`src/rtl/req_ack_tx_arbiter.sv`:
```
// Round-robin arbiter that holds one granted 64-bit packet until the req/ack
// link sender is available, with a sent-packet counter and a sticky stall flag.
module req_ack_tx_arbiter #(
  parameter int NUM_SRC   = 4,
  parameter int TO_WIDTH  = 16,
  parameter int CNT_WIDTH = 16,
  localparam int IDW      = $clog2(NUM_SRC)
) (
  input  logic                    clk,
  input  logic                    rstn,
  input  logic [NUM_SRC-1:0]      src_enable,
  input  logic [NUM_SRC-1:0]      src_valid,
  input  logic [64*NUM_SRC-1:0]   src_data,
  output logic [NUM_SRC-1:0]      src_ready,
  input  logic [TO_WIDTH-1:0]     timeout_cfg,
  output logic                    tx_valid,
  output logic [63:0]             tx_din,
  input  logic                    tx_available,
  output logic [IDW-1:0]          grant_id,
  output logic [CNT_WIDTH-1:0]    tx_count,
  output logic                    err_timeout,
  input  logic                    err_clear
);

  typedef enum logic {IDLE, SEND} state_t;

  localparam logic [IDW:0] NUM_SRC_W = (IDW+1)'(NUM_SRC);

  state_t               state;
  logic [IDW-1:0]       last;
  logic [TO_WIDTH-1:0]  stall;
  logic [TO_WIDTH-1:0]  stall_next;
  logic [NUM_SRC-1:0]   eligible;
  logic [IDW:0]         cand;
  logic [IDW-1:0]       pick;
  logic                 pick_found;
  logic                 set_err;

  // Rotating search starting just after the last granted source.
  always_comb begin
    // NOTE: every combinational output gets a default first so no latch is inferred.
    eligible   = src_valid & src_enable;
    pick       = '0;
    pick_found = 1'b0;
    cand       = '0;
    for (int k = 1; k <= NUM_SRC; k++) begin
      cand = {1'b0, last} + (IDW+1)'(k);
      if (cand >= NUM_SRC_W) cand = cand - NUM_SRC_W;
      if (!pick_found && eligible[cand[IDW-1:0]]) begin
        pick_found = 1'b1;
        pick       = cand[IDW-1:0];
      end
    end
    src_ready = '0;
    if (rstn && state == IDLE && pick_found) src_ready[pick] = 1'b1;
  end

  always_comb begin
    stall_next = (stall == '1) ? stall : stall + TO_WIDTH'(1);
    set_err    = (state == SEND) && !tx_available &&
                 (timeout_cfg != '0) && (stall_next == timeout_cfg);
  end

  always_ff @(posedge clk) begin
    if (!rstn) begin
      state       <= IDLE;
      tx_valid    <= 1'b0;
      tx_din      <= '0;
      grant_id    <= '0;
      last        <= IDW'(NUM_SRC - 1);
      tx_count    <= '0;
      err_timeout <= 1'b0;
      stall       <= '0;
    end else begin
      case (state)
        IDLE: begin
          if (pick_found) begin
            tx_din   <= src_data[64*pick +: 64];
            grant_id <= pick;
            last     <= pick;
            tx_valid <= 1'b1;
            stall    <= '0;
            state    <= SEND;
          end
        end
        SEND: begin
          if (tx_available) begin
            tx_valid <= 1'b0;
            tx_count <= tx_count + CNT_WIDTH'(1);
            stall    <= '0;
            state    <= IDLE;
          end else begin
            stall <= stall_next;
          end
        end
        default: state <= IDLE;
      endcase

      // A new stall event beats a simultaneous clear.
      if (set_err)        err_timeout <= 1'b1;
      else if (err_clear) err_timeout <= 1'b0;
    end
  end

endmodule

```
`config.mk`:
```
export PLATFORM = sky130hd
export DESIGN_NAME = req_ack_tx_arbiter
export DESIGN_NICKNAME = d
export VERILOG_FILES = /design/src/rtl/req_ack_tx_arbiter.sv
export SDC_FILE = /design/constraint.sdc
export NUM_CORES = 1
export LEC_CHECK = 0
export ABC_AREA = 1
export CAP_MARGIN = 10
export CORE_AREA = 2 2 145 147
export DETAILED_ROUTE_END_ITERATION = 12
export DIE_AREA = 0 0 147 149
export PLACE_DENSITY_LB_ADDON = 0.08
export SYNTH_ARGS = -nofsm -noshare
export SYNTH_HDL_FRONTEND = slang
export SYNTH_SLANG_ARGS = --single-unit
```
`constraint.sdc`:
```
create_clock -name clk -period 2.49 [get_ports clk]
set_clock_uncertainty 0.2 [all_clocks]
set_input_delay 0.3735 -clock clk [delete_from_list [all_inputs] [get_ports clk]]
set_output_delay 0.3735 -clock clk [all_outputs]
set_load 0.1 [all_outputs]
```
Word level (Yosys, flattened, before mapping)
Cells that the tools add are included. Widths: inputs -> output; s select.

Register bits after elaboration: 103. Latch bits: 0. Bits in writable memories: 0. Bits in read-only memories: 0. Bits of input ports: 284. Output and inout bits: 88. Word-level logic and storage cells: 88. Memories: 0.

Add/sub/neg operators: 10. Multiply operators: 0. Divide/modulo/power cells: 0. Order comparisons: 10. Equal/unequal tests: 4. Shift operators: 1. Mux-type cells: 35. Bitwise logic cells: 2. Reductions and logical operators: 18.

Operators with widths (count): $shiftx 256x9->64 (1); $mux 16 (3); $add 16x1->16 const B (2); $pmux 16 s2 (1); $eq 16x16->1 (1); $eq 16x16->1 const B (1); $mux 2 (8); $reduce_bool 16->1 (1); $lt 2x3->1 const B (5); $mux 1 (15); $ge 3x3->1 const B (4); $logic_and 1x1->1 (9); $bmux 1 s2 (4); $sub 2x1->2 const B (4); $add 2x2->3 const B (2); $reduce_and 2->1 (3); $and 4x4->4 (1); $logic_not 1->1 (4); $mux 4 (1); $ne 2x2->1 const B (2); $pmux 1 s2 (2); $add 2x1->3 const B (1); $add 2x3->3 const B (1); $demux 1 s2 (1); 3 further kinds (3).

Depth between registers and ports, before layout
Depth in word-level cells: 20. Gate-level depth with buffers: 18. Mapped depth without buffers: 17.

Least setup slack after synthesis
No wires, ideal clock.

Path kind: input to output. Start: input port src_valid[1]. End: output port src_ready[0]. Data arrival time: 3754 ps. Required time: 1917 ps. Path slack: -1838 ps. Cell stages on the path: 13. Buffers on the path: 2. Cell sequence: nand2_1 -> inv_1 -> o21ai_1 -> nor2_2 -> nor2_4 -> nand2_2 -> nor2_4 -> nand3_1 -> nand2_2 -> inv_2 -> buf_2 -> buf_6 -> nor3_1.

Word-level cells in the longest chain between the ends: 18. Elaborated cells between the ends (all ways): 30. Those cells by class: order compare (2); mux (19); bitwise (1); reduce/logical (8).

Ends and longest elaborated chain: start: declaration (RTL line 12) `input logic [NUM_SRC-1:0] src_valid,`; $and 4x4->4 * (RTL line 42) `eligible = src_valid & src_enable;`; $bmux 1 s2 (RTL line 49) `if (!pick_found && eligible[cand[IDW-1:0]]) begin`; $mux 1 (implied by the code) (RTL line 49); $mux 1 (RTL line 49); $logic_not 1->1 (RTL line 49); $logic_and 1x1->1 (RTL line 49); $mux 1 (RTL line 49); $logic_not 1->1 (RTL line 49); [... 2 more ...]; $logic_not 1->1 (RTL line 49); $logic_and 1x1->1 (RTL line 49); $mux 2 (RTL line 49); $lt 2x3->1 (implied by the code) / $ge 2x1->1 (equally long branches) (RTL line 55) `if (rstn && state == IDLE && pick_found) src_ready[pick] = 1'b1;`; $logic_and 1x1->1 (implied by the code) (RTL line 55); $mux 1 (implied by the code) (RTL line 55); $demux 1 s2 (RTL line 55); $mux 4 * (RTL line 55); end: declaration (RTL line 14) `output logic [NUM_SRC-1:0] src_ready,`.

Mark *: on every way between the ends. The rest lies on a longest branch, timed or not. The select of a mux whose other input is x is not followed.

Worst setup path in the final report
Start: input port src_valid[2]. End: output port src_ready[3].

Same word-level chain as after synthesis.

==> summary.txt <==
Placement
  • Placed cell area: 11500 sq um
  • Placer Congestion: 0.926
  • Hpwl dp: 23600 microns
  • Port bufs: 371

Finish
  • Final core utilization: 0.652
  • Number of fill cells in the layout: 1890
  • Nets@finish: 1986
  • Proportion of layout cells with a drive suffix above 1: 0.253
  • Post-route cell area: 13400 sq um
  • Area grow syn2layout: 84.8%

Floorplanning
  • Die H: 149 microns
  • Starting Density: 0.353
  • I/O pins: 372
  • Row Count: 53
  • Total die area: roughly 22000 sq um
  • Die Width: 147 microns
  • Core area: 20600 sq um

Global route
  • Vias in the first global route: ~9300
  • Met1 Use GR: 0.341
  • First-pass GRT wire length: 50200 microns
  • GR Overflow Total: 0
  • Largest net degree at the start of global routing: 38
  • Met2 GRT Util: 0.487
  • GR Util All Layers: 0.292
  • Met3 GRT Util: 0.0749
  • Initial antenna violation count: 3
  • Global route hottest layer: met2

Setup path
  • Slowest stage cell, crit path: clkdlybuf4s50_1
  • Worst-path cell chain: clkdlybuf4s50_1, nand2_1, nand2_1, o21ai_2, nor2_2, nor2_1, nand2_2, nor2_4, nand2_4, buf_12, buf_6, nand3_4, buf_8, nor3_4, buf_12
  • CP Capture Type: output pin
  • CP arrival: 2370 ps
  • Critical path peak fanout: 4
  • Crit start category: primary input
  • Worst path max stage delay: 480 ps
  • Worst Setup Path Type: primary input to output pin
  • CP required: between 1500 and 2000 ps

STA
  • Fin. max-slew vios: 0
  • Hold Vio Cnt, Final: 0
  • Slew @ Worst Pin: approximately 400 ps
  • Fin Setup TNS: -13830 ps
  • Final WS setup: -454 ps
  • Fmax achieved: 340 MHz
  • Fin crit period: 2940 ps
  • Fin crit share: 1.18
  • Relative slew slack: 0.727
  • Setup violations, final: 68
  • RSZ-0062 raised after global routing: true

Clock tree
  • Insertion delay to the later sink of the worst-skew pair: 360 ps
  • Root Buffer Master: clkbuf_16
  • H-tree levels: 3
  • Clock sink total: 103
  • TritonCTS clock tree: done
  • Hold Buf Count CTS: 0
  • Total CTS buffers: 9
  • Max Buffers Root-to-Sink: 2
  • CTS clk-pin slew, worst paths: roughly 70 ps

Run
  • Max Cap Viol: 0

Synthesis
  • Post-synth EDFFs: 0
  • Top cells by area, synth: dfxtp_1 28%, nand2_1 24%, nand3_1 14%
  • Most common cell in the netlist: nand2_1
  • Synth Instances: about 1300
  • Area share of the largest cell type after synthesis: 0.284
  • Register bit total from synthesis: 103
  • Commonest cells in the netlist: 456 x nand2_1, 202 x nand3_1, 176 x nor2_1
  • Synth cell types: 39
  • YS warnings: 0
  • Net Count, Synth: 1556
  • Synth area leader: dfxtp_1
  • FFs w/ async S/R, synth: 0
  • Syn_area_per_cell: 5.71 sq um
  • Main flop type after synthesis: dfxtp_1
  • Post-synthesis cell area: 7260 sq um
  • Sequential share of the synthesized area: 0.284

Drt
  • Vias per std cell: 4.96
  • DRT iter0 DRCs: 452
  • Wire length per cell: 17.0 microns
  • Router iterations before antenna repair: 5
  • Final wirelength: around 34000 microns
  • Via count: between 9000 and 10000
  • DRC viols: 0
  • Antenna-violating nets left: 0

Hold path
  • Worst min path class: primary input to register

Outcome
  • Failing checks: negative setup slack
  • Outcome: finished, violations left
-- layer usage --
layer	vias up	routed length [microns]
met1	4450	13200
met2	347	16400
met5	-	0
li1	4948	-
met4	0	1900
met3	99	2220
-- kinds of logic (layout without fill, tap and decap cells) --
logic type,after synthesis,after routing,synth area share
other,0,4,0
adders and majority gates,2,2,0.00345
xor gates and xnor gates,8,8,0.0122
and+or+nand+nor,902,903,0.528
buffers and inverters,166,600,0.106
AOI/OAI and AO/OA,89,89,0.0657
DFF,103,103,0.284
-- cell usage in the layout, fill, tap and decap left out, types with 8 or more instances in the layout --
master           instances
buf_6                   14
clkbuf_16               13
nor3_1                   9
inv_2                    8
nand2_2                 66
buf_12                  27
nand2_4                 33
nand3_2                 46
buf_4                  158
nand4_1                 37
nand3_1                154
dfxtp_1                 95
nand2_1                360
inv_1                   74
nor2_4                   8
clkdlybuf4s50_1        278
nor2_1                 168
a21oi_1                 28
o21ai_0                 44
-- through the flow --
step / instances / setup WS [ps] / hold WS (ps)
4_1_cts: 1962 / -423 / 132
3_5_place_dp: 1906 / -566 / 256
2_1_floorplan: 1270 / -381 / 265
6_report: 1984 / -454 / 139
5_1_grt: 1983 / -553 / 135
3_3_place_gp: 1906 / -514 / 255
-- registers in the layout, indices dropped and copies added (netlist names) --
name         flops
tx_din          64
stall           16
tx_count        16
grant_id         2
last             2
err_timeout      1
state            1
tx_valid         1
-- worst max-delay path: cells and delay by family --
family | cells | cell delay, ps
buffers and inverters | 5 | 1020
and+or+nand+nor | 9 | 900
AOI/OAI and AO/OA | 1 | 70
-- repair_timing --
item / 4_1_cts / 5_1_grt
pin swaps: 73 / 98
setup endpoints to repair: 58 / 74
cloned: 13 / 6
gates resized for setup: 99 / 155
buffers inserted: 29 / 26
-- path summary, 6_finish.rpt --
path	startpoint	cells after the start	slack (ps)	to
max reg2reg	last[0]	19	-270	tx_din[50]
min	rstn	2	140	last[0]
min reg2reg	grant_id[1]	2	270	grant_id[1]
max	src_valid[2]	15	-450	src_ready[3]
-- layout make-up --
cell class | count | area [sq um] | area share
multi-input combinational | 1002 | 5250 | 0.392
clock buffer | 9 | 225 | 0.0168
inverter | 85 | 327 | 0.0244
antenna | 4 | 10.0 | 0.000746
tap | 275 | 344 | 0.0257
timing repair buffer | 499 | 5090 | 0.380
clock inverter | 7 | 85.1 | 0.00635
sequential | 103 | 2070 | 0.155
Power is left out: the tool's default activity adds up to more than one toggle a clock period on the data nets, which glitch-free logic cannot reach.
